$ cat config.mk
export PLATFORM = sky130hd
export DESIGN_NAME = id_ex_stage
export DESIGN_NICKNAME = d
export VERILOG_FILES = /design/src/rtl/mips_pkg.sv /design/src/rtl/load_use_detect.sv /design/src/rtl/id_ex_stage.sv
export SDC_FILE = /design/constraint.sdc
export NUM_CORES = 1
export LEC_CHECK = 0
export CORE_AREA = 2 2 123 125
export CTS_BUF_LIST = sky130_fd_sc_hd__clkbuf_16
export DETAILED_ROUTE_END_ITERATION = 10
export DIE_AREA = 0 0 125 127
export HOLD_SLACK_MARGIN = 0.06
export PLACE_DENSITY = 0.74
export SLEW_MARGIN = 20
export SYNTH_ARGS = -nofsm -noshare
export SYNTH_HDL_FRONTEND = slang
export SYNTH_SLANG_ARGS = --single-unit
$ cat constraint.sdc
create_clock -name clk -period 0.9 [get_ports clk]
set_input_delay 0.27 -clock clk [delete_from_list [all_inputs] [get_ports clk]]
set_output_delay 0.27 -clock clk [all_outputs]
set_load 0.05 [all_outputs]
$ cat src/rtl/mips_pkg.sv
// Shared MIPS definitions: opcodes, control-field encodings and the bundled
// control word carried down the pipeline.
package mips_pkg;

   localparam logic [5:0] OP_RTYPE = 6'd0;
   localparam logic [5:0] OP_J     = 6'd2;
   localparam logic [5:0] OP_JAL   = 6'd3;
   localparam logic [5:0] OP_BEQ   = 6'd4;
   localparam logic [5:0] OP_ADDI  = 6'd8;
   localparam logic [5:0] OP_ORI   = 6'd13;
   localparam logic [5:0] OP_LW    = 6'd35;
   localparam logic [5:0] OP_SW    = 6'd43;

   localparam logic [1:0] ALUOP_ADD   = 2'd0;
   localparam logic [1:0] ALUOP_SUB   = 2'd1;
   localparam logic [1:0] ALUOP_FUNCT = 2'd2;
   localparam logic [1:0] ALUOP_OR    = 2'd3;

   localparam logic [1:0] REGDST_RT = 2'd0;
   localparam logic [1:0] REGDST_RD = 2'd1;
   localparam logic [1:0] REGDST_RA = 2'd2;

   localparam logic [1:0] MEMTOREG_ALU = 2'd0;
   localparam logic [1:0] MEMTOREG_MEM = 2'd1;
   localparam logic [1:0] MEMTOREG_PC4 = 2'd2;

   typedef struct packed {
      logic [1:0] reg_dst;
      logic [1:0] mem_to_reg;
      logic [1:0] alu_op;
      logic       alu_src;
      logic       reg_write;
      logic       mem_read;
      logic       mem_write;
      logic       branch;
      logic       jump;
   } ctrl_t;

   localparam ctrl_t CTRL_BUBBLE = '0;

endpackage

$ cat src/rtl/load_use_detect.sv
// Load-use hazard detector: flags an ID instruction that reads the register
// a load currently in EX is about to write.
module load_use_detect #(
   parameter int REG_W = 5
) (
   input  logic             i_ex_mem_read,
   input  logic [REG_W-1:0] i_ex_rt,
   input  logic [REG_W-1:0] i_id_rs,
   input  logic [REG_W-1:0] i_id_rt,
   input  logic             i_id_alu_src,
   input  logic             i_id_mem_write,
   output logic             o_hazard
);

   logic w_rt_is_src;
   logic w_rs_match;
   logic w_rt_match;

   // rt is a source for R-type/beq (register operand) and for sw (store data)
   assign w_rt_is_src = ~i_id_alu_src | i_id_mem_write;
   assign w_rs_match  = (i_ex_rt == i_id_rs);
   assign w_rt_match  = (i_ex_rt == i_id_rt) & w_rt_is_src;
   assign o_hazard    = i_ex_mem_read & (i_ex_rt != '0) & (w_rs_match | w_rt_match);

endmodule

$ cat src/rtl/id_ex_stage.sv
// ID/EX pipeline register with load-use bubble insertion and flush squash.
// Load-use detection is built only when HAZARD_DETECT_EN is defined.
module id_ex_stage
   import mips_pkg::*;
#(
   parameter int DATA_W = 32,
   parameter int REG_W  = 5
) (
   input  logic              clk,
   input  logic              rst,
   input  logic              Flush,
   input  logic [1:0]        ID_RegDst,
   input  logic [1:0]        ID_MemtoReg,
   input  logic [1:0]        ID_ALUOp,
   input  logic              ID_ALUSrc,
   input  logic              ID_RegWrite,
   input  logic              ID_MemRead,
   input  logic              ID_MemWrite,
   input  logic              ID_Branch,
   input  logic              ID_jump,
   input  logic [DATA_W-1:0] ID_ReadData1,
   input  logic [DATA_W-1:0] ID_ReadData2,
   input  logic [DATA_W-1:0] ID_Imm,
   input  logic [DATA_W-1:0] ID_PC4,
   input  logic [REG_W-1:0]  ID_Rs,
   input  logic [REG_W-1:0]  ID_Rt,
   input  logic [REG_W-1:0]  ID_Rd,
   output logic [1:0]        EX_RegDst,
   output logic [1:0]        EX_MemtoReg,
   output logic [1:0]        EX_ALUOp,
   output logic              EX_ALUSrc,
   output logic              EX_RegWrite,
   output logic              EX_MemRead,
   output logic              EX_MemWrite,
   output logic              EX_Branch,
   output logic              EX_jump,
   output logic [DATA_W-1:0] EX_ReadData1,
   output logic [DATA_W-1:0] EX_ReadData2,
   output logic [DATA_W-1:0] EX_Imm,
   output logic [DATA_W-1:0] EX_PC4,
   output logic [REG_W-1:0]  EX_Rs,
   output logic [REG_W-1:0]  EX_Rt,
   output logic [REG_W-1:0]  EX_Rd,
   output logic              EX_Valid,
   output logic              Stall
);

   ctrl_t             r_ctrl;
   logic              r_valid;
   logic [DATA_W-1:0] r_rd1, r_rd2, r_imm, r_pc4;
   logic [REG_W-1:0]  r_rs, r_rt, r_rd;

   ctrl_t             w_ctrl_in;
   logic              w_hazard;
   logic              w_bubble;

`ifdef HAZARD_DETECT_EN
   load_use_detect #(.REG_W(REG_W)) u_load_use_detect (
      .i_ex_mem_read  (r_ctrl.mem_read),
      .i_ex_rt        (r_rt),
      .i_id_rs        (ID_Rs),
      .i_id_rt        (ID_Rt),
      .i_id_alu_src   (ID_ALUSrc),
      .i_id_mem_write (ID_MemWrite),
      .o_hazard       (w_hazard)
   );
`else
   assign w_hazard = 1'b0;
`endif

   assign Stall    = w_hazard & ~Flush;
   assign w_bubble = rst | Flush | w_hazard;

   // State-changing bits only count as asserted on a clean 1; X/Z must not
   // turn into a spurious write, branch or jump downstream.
   always_comb begin
      w_ctrl_in            = CTRL_BUBBLE;
      w_ctrl_in.reg_dst    = ID_RegDst;
      w_ctrl_in.mem_to_reg = ID_MemtoReg;
      w_ctrl_in.alu_op     = ID_ALUOp;
      w_ctrl_in.alu_src    = ID_ALUSrc;
      w_ctrl_in.reg_write  = (ID_RegWrite === 1'b1);
      w_ctrl_in.mem_read   = (ID_MemRead  === 1'b1);
      w_ctrl_in.mem_write  = (ID_MemWrite === 1'b1);
      w_ctrl_in.branch     = (ID_Branch   === 1'b1);
      w_ctrl_in.jump       = (ID_jump     === 1'b1);
   end

   always_ff @(posedge clk) begin
      if (w_bubble) begin
         r_ctrl  <= CTRL_BUBBLE;
         r_valid <= 1'b0;
         r_rd1   <= '0;
         r_rd2   <= '0;
         r_imm   <= '0;
         r_pc4   <= '0;
         r_rs    <= '0;
         r_rt    <= '0;
         r_rd    <= '0;
      end else begin
         r_ctrl  <= w_ctrl_in;
         r_valid <= 1'b1;
         r_rd1   <= ID_ReadData1;
         r_rd2   <= ID_ReadData2;
         r_imm   <= ID_Imm;
         r_pc4   <= ID_PC4;
         r_rs    <= ID_Rs;
         r_rt    <= ID_Rt;
         r_rd    <= ID_Rd;
      end
   end

   assign EX_RegDst    = r_ctrl.reg_dst;
   assign EX_MemtoReg  = r_ctrl.mem_to_reg;
   assign EX_ALUOp     = r_ctrl.alu_op;
   assign EX_ALUSrc    = r_ctrl.alu_src;
   assign EX_RegWrite  = r_ctrl.reg_write;
   assign EX_MemRead   = r_ctrl.mem_read;
   assign EX_MemWrite  = r_ctrl.mem_write;
   assign EX_Branch    = r_ctrl.branch;
   assign EX_jump      = r_ctrl.jump;
   assign EX_ReadData1 = r_rd1;
   assign EX_ReadData2 = r_rd2;
   assign EX_Imm       = r_imm;
   assign EX_PC4       = r_pc4;
   assign EX_Rs        = r_rs;
   assign EX_Rt        = r_rt;
   assign EX_Rd        = r_rd;
   assign EX_Valid     = r_valid;

endmodule

==> results.yml, run 1 <==
floorplanning:
  pin_count: 315
  die_area_sq_mm: 0.0159
  core-area_sq_mm: 0.0144
  start_util: 0.326
  die_h_um: 127
  rows: 44
  die_w_um: 125
placement:
  pre_cts_slack_ns: -0.260
  dp_hpwl_um: 11500
  dpl.cell_count: 826
  place_congestion: 0.787
  place_area_sq_mm: 0.00955
  port-buffer-count: 313
synthesis:
  synth_area_leaders: "dfxtp_1 66%, nor3b_1 22%, nor3b_2 5.3%"
  synth_nets: 506
  ys_warn_count: 0
  yosysSeqAreaShare: 0.665
  yosysUniqueCellTypes: 9
  yosysTopAreaCellShare: 0.665
  synth_cells: 348
  yosys.area.top_type: "dfxtp_1"
  syn_avg_cell_area_sq_um: 13.5
  synth_seq_cells: 156
  synth_area_sq_mm: 0.00470
sta:
  max_freq_mhz: 834
  drv_slew: 0
  setup_viol: 156
  fin_ws_ns: -0.299
  holdWs_ns: 0.155
  fin_crit_sh: 1.33
  rsz0062_at_grt: "yes"
  finalHoldViolations: 0
  fin_tns_setup_ns: -40.73
  period_needed_ns: 1.20
job:
  drv_cap: 0
cts:
  cts_max_level: 4
  ctsLongestPathBuffers: 2
  path_clk_slew_ns: 0.07
  cts_tree: "done"
  root_buffer: "clkbuf_16"
  cts.sinks: 156
  cts_buffers: 17
  cts_hold_buf: 0
power_and_ir_drop:
  seq_power_share: 0.419
  p_switching_mw: 4.63
  p_int_mw: 13.2
  swShare: 0.259
  power_mw: 17.9
  power_density_mw_per_mm2: 1730
  leakagePower_nw: 3.91
  ir_worst_vdd_mv: 1.01
  pwr-share-comb: 0.193
  power_frac_clock: 0.388
drt:
  wl_per_cell_um: 18.2
  via_per_inst: 4.47
  final_antenna_net_count: 0
  drt_iter0_markers: 133
  drt-total-wl_um: 15600
  vias: 3834
  drtPass1Iterations: 4
  drcViolationCount: 0
finish:
  seq_area_sq_mm: 0.00332
  fin_area_sq_mm: 0.0103
  stdcell_count: 858
  n_antenna_cell: 0
  post-route-util: 0.716
  area_growth_pct: 120
  fill_cells: 881
  drive_gt1_frac: 0.564
  multiInputGateArea_sq_mm: 0.00127
  nNetsFinal: 819
grt:
  grt_max_degree: 59
  grt_overflow: 0
  grt_usage: 0.198
  grt_pass1_vias: 4240
  antenna_found_initial: 0
  grt_pass1_wl_um: 23900
status:
  status: "finished, violations left"
  violations: "setup timing"
worst_hold_path:
  min_path_type: "primary input to flip-flop"
setup_path:
  required_ns: 0.63
  worstPathArrival_ns: 0.93
  critical_path_class: "flip-flop to primary output"
  critPathMaxStageDelay_ns: 0.37
  path_buf_inv: 1
  start_kind: "flip-flop"
  crit_chain: "buf_12"
  critPathCaptureType: "primary output"
  cpLargestDelayFamily: "flip-flops"
  crit_fanout: 1
  critPathSlowestCell: "dfxtp_2"
-- flip-flops by register name (all words and copies together) (netlist names) --
signal	cells
EX_Rs	5
EX_PC4	32
EX_ReadData2	32
EX_jump	1
EX_ALUOp	2
EX_Rd	5
EX_ReadData1	32
EX_Valid	1
EX_Imm	32
EX_RegWrite	1
EX_RegDst	2
EX_MemWrite	1
EX_Branch	1
EX_MemtoReg	2
EX_ALUSrc	1
EX_MemRead	1
EX_Rt	5
-- timing repair --
| item | 4_1_cts | 5_1_grt |
|---|---|---|
| setup endpoints to repair | 156 | 156 |
| gates cloned | 0 | 0 |
| setup buffers | 0 | 0 |
| resized for setup | 158 | 0 |
-- power groups by stage --
stage	registers (mW)	clock network (mW)	logic (mW)
2_1_floorplan	8.40	0	0.530
3_3_place_gp	7.57	0	3.39
3_5_place_dp	7.58	0	3.43
4_1_cts	7.49	7.07	3.46
5_1_grt	7.50	7.43	3.57
6_report	7.48	6.93	3.44
-- per-layer routing --
layer,GRT usage,share of wire
met1,0.187,0.33
met5,0,0
met2,0.372,0.54
met3,0.0892,0.10
met4,0.0817,0.023
-- cell families after synthesis --
group | count (synthesis) | share of synthesized area
other cells | 1 | 0.000798
buf+inv | 35 | 0.0645
flops | 156 | 0.665
simple gates | 156 | 0.270
-- cell usage after synthesis, drive strengths merged --
cell type and count:
conb 1, dfxtp 156, nor2 1, buf 33, nor3b 155, clkbuf 2
-- layout make-up --
type                       instances  share of cell area
clock buffer                      17              0.0412
clock inverter                    15              0.0144
multi-input combinational        157               0.123
sequential                       156               0.322
tap                              184              0.0223
timing repair buffer             329               0.477
-- cell usage in the layout (no fill, tap or decap) --
cell type / count
buf_12: 165
buf_4: 9
bufinv_16: 2
clkbuf_16: 17
clkdlybuf4s50_1: 155
clkinv_1: 2
clkinv_2: 3
clkinv_4: 3
clkinvlp_4: 3
conb_1: 1
dfxtp_2: 154
dfxtp_4: 2
inv_6: 2
nor2_1: 1
nor3b_1: 135
nor3b_2: 20
-- path summary, 6_finish.rpt --
check	startpoint	endpoint	slack [ns]	depth (start not counted)
max	EX_PC4[7]$_SDFF_PP0_	EX_PC4[7]	-0.30	1
min	Flush	EX_Imm[14]$_SDFF_PP0_	0.15	2
Note: power is estimated with default switching activity, not from simulation.
==> run 2: changes to the inputs <==
Settings changed: CORE_AREA 2 2 123 125 to not set, CORE_ASPECT_RATIO set to 0.7, CORE_UTILIZATION set to 35, DIE_AREA 0 0 125 127 to not set, PLACE_DENSITY 0.74 to 0.79.
==> run 2 against run 1 <==
The run ends with DRC, setup timing left; sequential share of layout area up 0.11 points; sequential power about the same; clock power down 3.8%; die area down 12%; worst hold slack better by 0.035 ns; fmax up 1.1%; wire length up 2.8%; critical path type unchanged; largest power group unchanged.
==> results.yml, run 2 (same netlist as run 1, synthesis figures left out) <==
status:
  status: "finished, violations left"
  violations: "DRC, setup timing"
cts:
  path_clk_slew_ns: 0.07
  cts_tree: "done"
  cts_hold_buf: 0
  cts_buffers: 17
  root_buffer: "clkbuf_16"
  cts_max_level: 4
  post_cts_buffers: 0
  ctsLongestPathBuffers: 2
  cts.sinks: 156
floorplanning:
  pin_count: 315
  start_util: 0.358
  die_h_um: 98.9
  die_area_sq_mm: 0.0139
  rows: 35
  core-area_sq_mm: 0.0131
  die_w_um: 140
sta:
  holdWs_ns: 0.190
  drv_slew: 0
  finalHoldViolations: 0
  rsz0062_at_grt: "yes"
  fin_ws_ns: -0.287
  fin_crit_sh: 1.32
  setup_viol: 156
  period_needed_ns: 1.19
  max_freq_mhz: 843
setup_path:
  critPathSlowestCell: "dfxtp_4"
  required_ns: 0.63
  critical_path_class: "flip-flop to primary output"
  worstPathArrival_ns: 0.92
  critPathCaptureType: "primary output"
  crit_chain: "buf_12"
  critPathMaxStageDelay_ns: 0.36
  start_kind: "flip-flop"
  path_buf_inv: 1
  cpLargestDelayFamily: "flip-flops"
  crit_fanout: 1
power_and_ir_drop:
  seq_power_share: 0.425
  power_frac_clock: 0.379
  leakagePower_nw: 3.91
  swShare: 0.265
  p_int_mw: 12.9
  p_switching_mw: 4.68
  power_density_mw_per_mm2: 1710
  ir_worst_vdd_mv: 1.25
  pwr-share-comb: 0.197
worst_hold_path:
  hold_path_startpoint: "rst"
  hold_path_end: "EX_ReadData2[24]$_SDFF_PP0_"
  min_path_type: "primary input to flip-flop"
  whs_path_depth: 2
drt:
  drtPass1Iterations: 7
  via_per_inst: 4.60
  drcViolationCount: 2
  vias: 3883
  drt_iter0_markers: 76
  drt-total-wl_um: 16000
  wl_per_cell_um: 19.0
  final_antenna_net_count: 0
placement:
  dp_hpwl_um: 11600
  port-buffer-count: 313
  place_congestion: 0.764
grt:
  grt_pass1_wl_um: 24300
  grt_max_degree: 48
  antenna_found_initial: 0
  grt_pass1_vias: 4287
  use_met3: 0.0748
  met2_usage: 0.447
  grt_overflow: 0
  grtUsageMet1: 0.235
  busiest_layer: "met2"
  grt_usage: 0.236
finish:
  nNetsFinal: 823
  n_antenna_cell: 0
  final_common_cell: "buf_12"
  final_cell_mix: "164 x buf_12, 155 x clkdlybuf4s50_1, 153 x dfxtp_2"
  fill_cells: 706
  post-route-util: 0.784
  area_growth_pct: 119
  drive_gt1_frac: 0.563
job:
  drv_cap: 0
-- run 2: cell types whose count changed in the layout (fill, tap and decap cells not counted), sizes merged --
cell	before	now
buf	174	178
bufinv	2	1
clkinv	8	3
clkinvlp	3	6
inv	2	5
-- run 2: repair_timing --
item / 4_1_cts / 5_1_grt
hold endpoints to repair: 0 / 0
endpoints found under the setup margin: 156 / 156
pin swaps: 0 / 0
gates resized for setup: 156 / 3
-- run 2: worst max-delay path by stage --
| stage | startpoint | end | cells past startpoint |
|---|---|---|---|
| detailed placement | Flush | EX_MemtoReg[1]$_SDFF_PP0_ | 4 |
| floorplan | EX_ALUOp[0]$_SDFF_PP0_ | EX_ALUOp[0] | 0 |
| global placement | Flush | EX_PC4[24]$_SDFF_PP0_ | 4 |
| finish | EX_Rs[3]$_SDFF_PP0_ | EX_Rs[3] | 1 |
| global route | EX_Rs[3]$_SDFF_PP0_ | EX_Rs[3] | 1 |
| CTS | EX_Rs[3]$_SDFF_PP0_ | EX_Rs[3] | 1 |
-- run 2: per-stage QoR --
stage               power, mW  cells  setup slack, ns  instance area, sq um  TNS, ns
floorplan                8.93    348           0.0427                  4700        0
global placement         11.0    812           -0.180                  9540   -11.15
detailed placement       11.0    812           -0.228                  9540   -15.25
CTS                      17.8    844           -0.304                 10300   -42.83
global route             18.2    844           -0.311                 10300   -44.81
finish                   17.6    844           -0.287                 10300   -39.53
-- run 2: final cells by class --
| cell class | instances | area [sq um] | share of cell area |
|---|---|---|---|
| timing repair buffer | 333 | 4940 | 0.480 |
| clock inverter | 15 | 125 | 0.0122 |
| sequential | 156 | 3330 | 0.323 |
| tap | 166 | 208 | 0.0202 |
| multi-input combinational | 157 | 1270 | 0.123 |
| clock buffer | 17 | 425 | 0.0413 |
-- run 2: routing by layer --
metal,vias up,share of wire,routed length [um]
met4,0,0.031,495
met5,-,0,0
met2,204,0.54,8720
met3,42,0.071,1130
met1,1825,0.35,5690
li1,1812,-,-
-- run 2: power groups by stage --
| stage | clock, mW | sequential [mW] | combinational [mW] |
|---|---|---|---|
| after floorplan | 0 | 8.40 | 0.530 |
| after global placement | 0 | 7.57 | 3.38 |
| after detailed placement | 0 | 7.59 | 3.44 |
| after CTS | 6.80 | 7.49 | 3.47 |
| after global routing | 7.14 | 7.51 | 3.58 |
| final | 6.67 | 7.48 | 3.47 |
==> edit: new RTL, flow settings as in run 2 <==
Change the parameter `REG_W` from 5 to 4.
--- a/src/rtl/id_ex_stage.sv
+++ b/src/rtl/id_ex_stage.sv
@@ -4,7 +4,7 @@
    import mips_pkg::*;
 #(
    parameter int DATA_W = 32,
-   parameter int REG_W  = 5
+   parameter int REG_W  = 4
 ) (
    input  logic              clk,
    input  logic              rst,
Ports: changed (6 resized); port bits go from 315 to 309. The function was not compared with the original's and may differ.
==> edit against run 2 <==
  * Total power fell by 2.3%
  * Synthesized area rose by 3.1%
  * Non-clock buffer count fell by 14
  * First-iteration DRC count rose by 32%
  * Critical endpoint is now EX_Imm[11]
  * Clock power fell by 3.6%
  * Critical path depth did not move
  * Wire length fell by 0.76%
  * The flow finishes with violations (setup timing)
  * Final cell count fell by 0.12%
  * Setup slack improved by 0.0052 ns
  * Sequential power fell by 2%
  * Core utilization fell by 0.95 points
  * Sequential cell count fell by 3
  * Final area rose by 0.11%
==> edit: results (changes against run 2) <==
placement:
  routabilityCongestion: 0.724  # -5.1%
  postPlaceCellArea_um2: 9590  # +0.46%
  dp_hpwl_um: 11600  # +0.36%
  port_buffers: 307  # -1.9%
  place_inst: 811  # -0.12%
synth:
  syn_nets: 497  # -1.8%
  yosysSeqAreaShare: 0.633  # -0.0322
  synth_cells: 342  # -1.7%
  synthTopCellsByCount: "153 x dfxtp_1, 83 x nor3b_1, 69 x nor3b_2"
  synth_cell_types: 8  # -1
  synth_area_leaders: "dfxtp_1 63%, nor3b_2 18%, nor3b_1 13%"
global_routing:
  grt_pass1_vias: 4203  # -2.0%
  grt_usage: 0.225  # -0.0111
  antenna_found_initial: 0  # unchanged
  grt_start_max_net_pins: 41  # -15%
  grt_pass1_wl_um: 23900  # -1.9%
outcome:
  status: "finished, violations left"
  violations: "setup timing"
worst_hold_path:
  min_to: "EX_Imm[16]"
  hp-start: "Flush"
  holdPathStages: 2  # unchanged
routing:
  vias: 3698  # -4.8%
  drt_iter0_markers: 100  # +32%
  wire_per_inst_um: 18.9  # -0.64%
  finalWirelength_um: 15900  # -0.76%
  dr.pass1.iters: 4  # -3
timing:
  fin_hold_ws_ns: 0.116  # -0.0734 ns
  finalWorstSetupSlack_ns: -0.281  # +0.00517 ns
  setup_viol: 153  # -1.9%
setup_path:
  path_delay_family: "flip-flops"
  crit_slowest_cell: "dfxtp_2"
  startpoint: "EX_Imm[11]"
  cp-endpoint: "EX_Imm[11]"
finish:
  fill_cells: 762  # +7.9%
  drive_gt1_frac: 0.634  # +0.0703
  nNetsFinal: 800  # -2.8%
pwr:
  peakVddDrop_uv: 1370  # +9.6%
  leakagePower_nw: 3.88  # -0.75%
clocking:
  h-tree-depth: 4  # unchanged
  root_buffer: "clkbuf_16"
-- edit: cell types whose count changed after synthesis --
cell | before | now
buf_2 | 11 | 17
buf_4 | 2 | 1
clkbuf_1 | 2 | 0
buf_6 | 20 | 17
dfxtp_1 | 156 | 153
nor3b_1 | 135 | 83
nor3b_2 | 20 | 69
-- edit: through the flow --
step | setup TNS (ns) | setup slack [ns]
6_report | -37.96 | -0.281
5_1_grt | -42.54 | -0.305
4_1_cts | -40.54 | -0.293
3_5_place_dp | -10.53 | -0.219
3_3_place_gp | -6.53 | -0.134
2_1_floorplan | 0 | 0.00833
-- edit: final cells by class --
cell class,instances,area [um2],share of cell area
Clock buffer,17,425,0.0413
Sequential cell,153,3250,0.316
Timing Repair Buffer,319,4800,0.465
Multi-Input combinational cell,154,1490,0.145
Clock inverter,15,104,0.0101
Tap cell,185,231,0.0225
-- edit: kinds of logic (layout without fill, tap and decap cells) --
| family | count (synthesis) | after routing | share of synthesized area |
|---|---|---|---|
| flip-flops | 153 | 153 | 0.633 |
| other | 1 | 1 | 0.000775 |
| AND/OR/NAND/NOR | 153 | 153 | 0.308 |
| buffers and inverters | 35 | 351 | 0.0587 |
-- edit: power breakdown --
part	total, mW	switching [mW]	internal, mW
clock	6.43	2.91	3.51
combinational	3.45	1.56	1.89
sequential	7.34	0.231	7.11
total	17.2	4.70	12.5
-- edit: repair_timing --
action,in CTS,in global routing
buffers inserted,0,0
pin swaps,0,0
resized for setup,153,0
endpoints found under the setup margin,153,153
-- edit: routing by layer --
metal | vias to the layer above | wire length, um | global-route usage
li1 | 1762 | - | -
met1 | 1748 | 5530 | 0.223
met2 | 171 | 8710 | 0.432
met3 | 17 | 1440 | 0.0887
met4 | 0 | 232 | 0.0670
met5 | - | 0 | 0
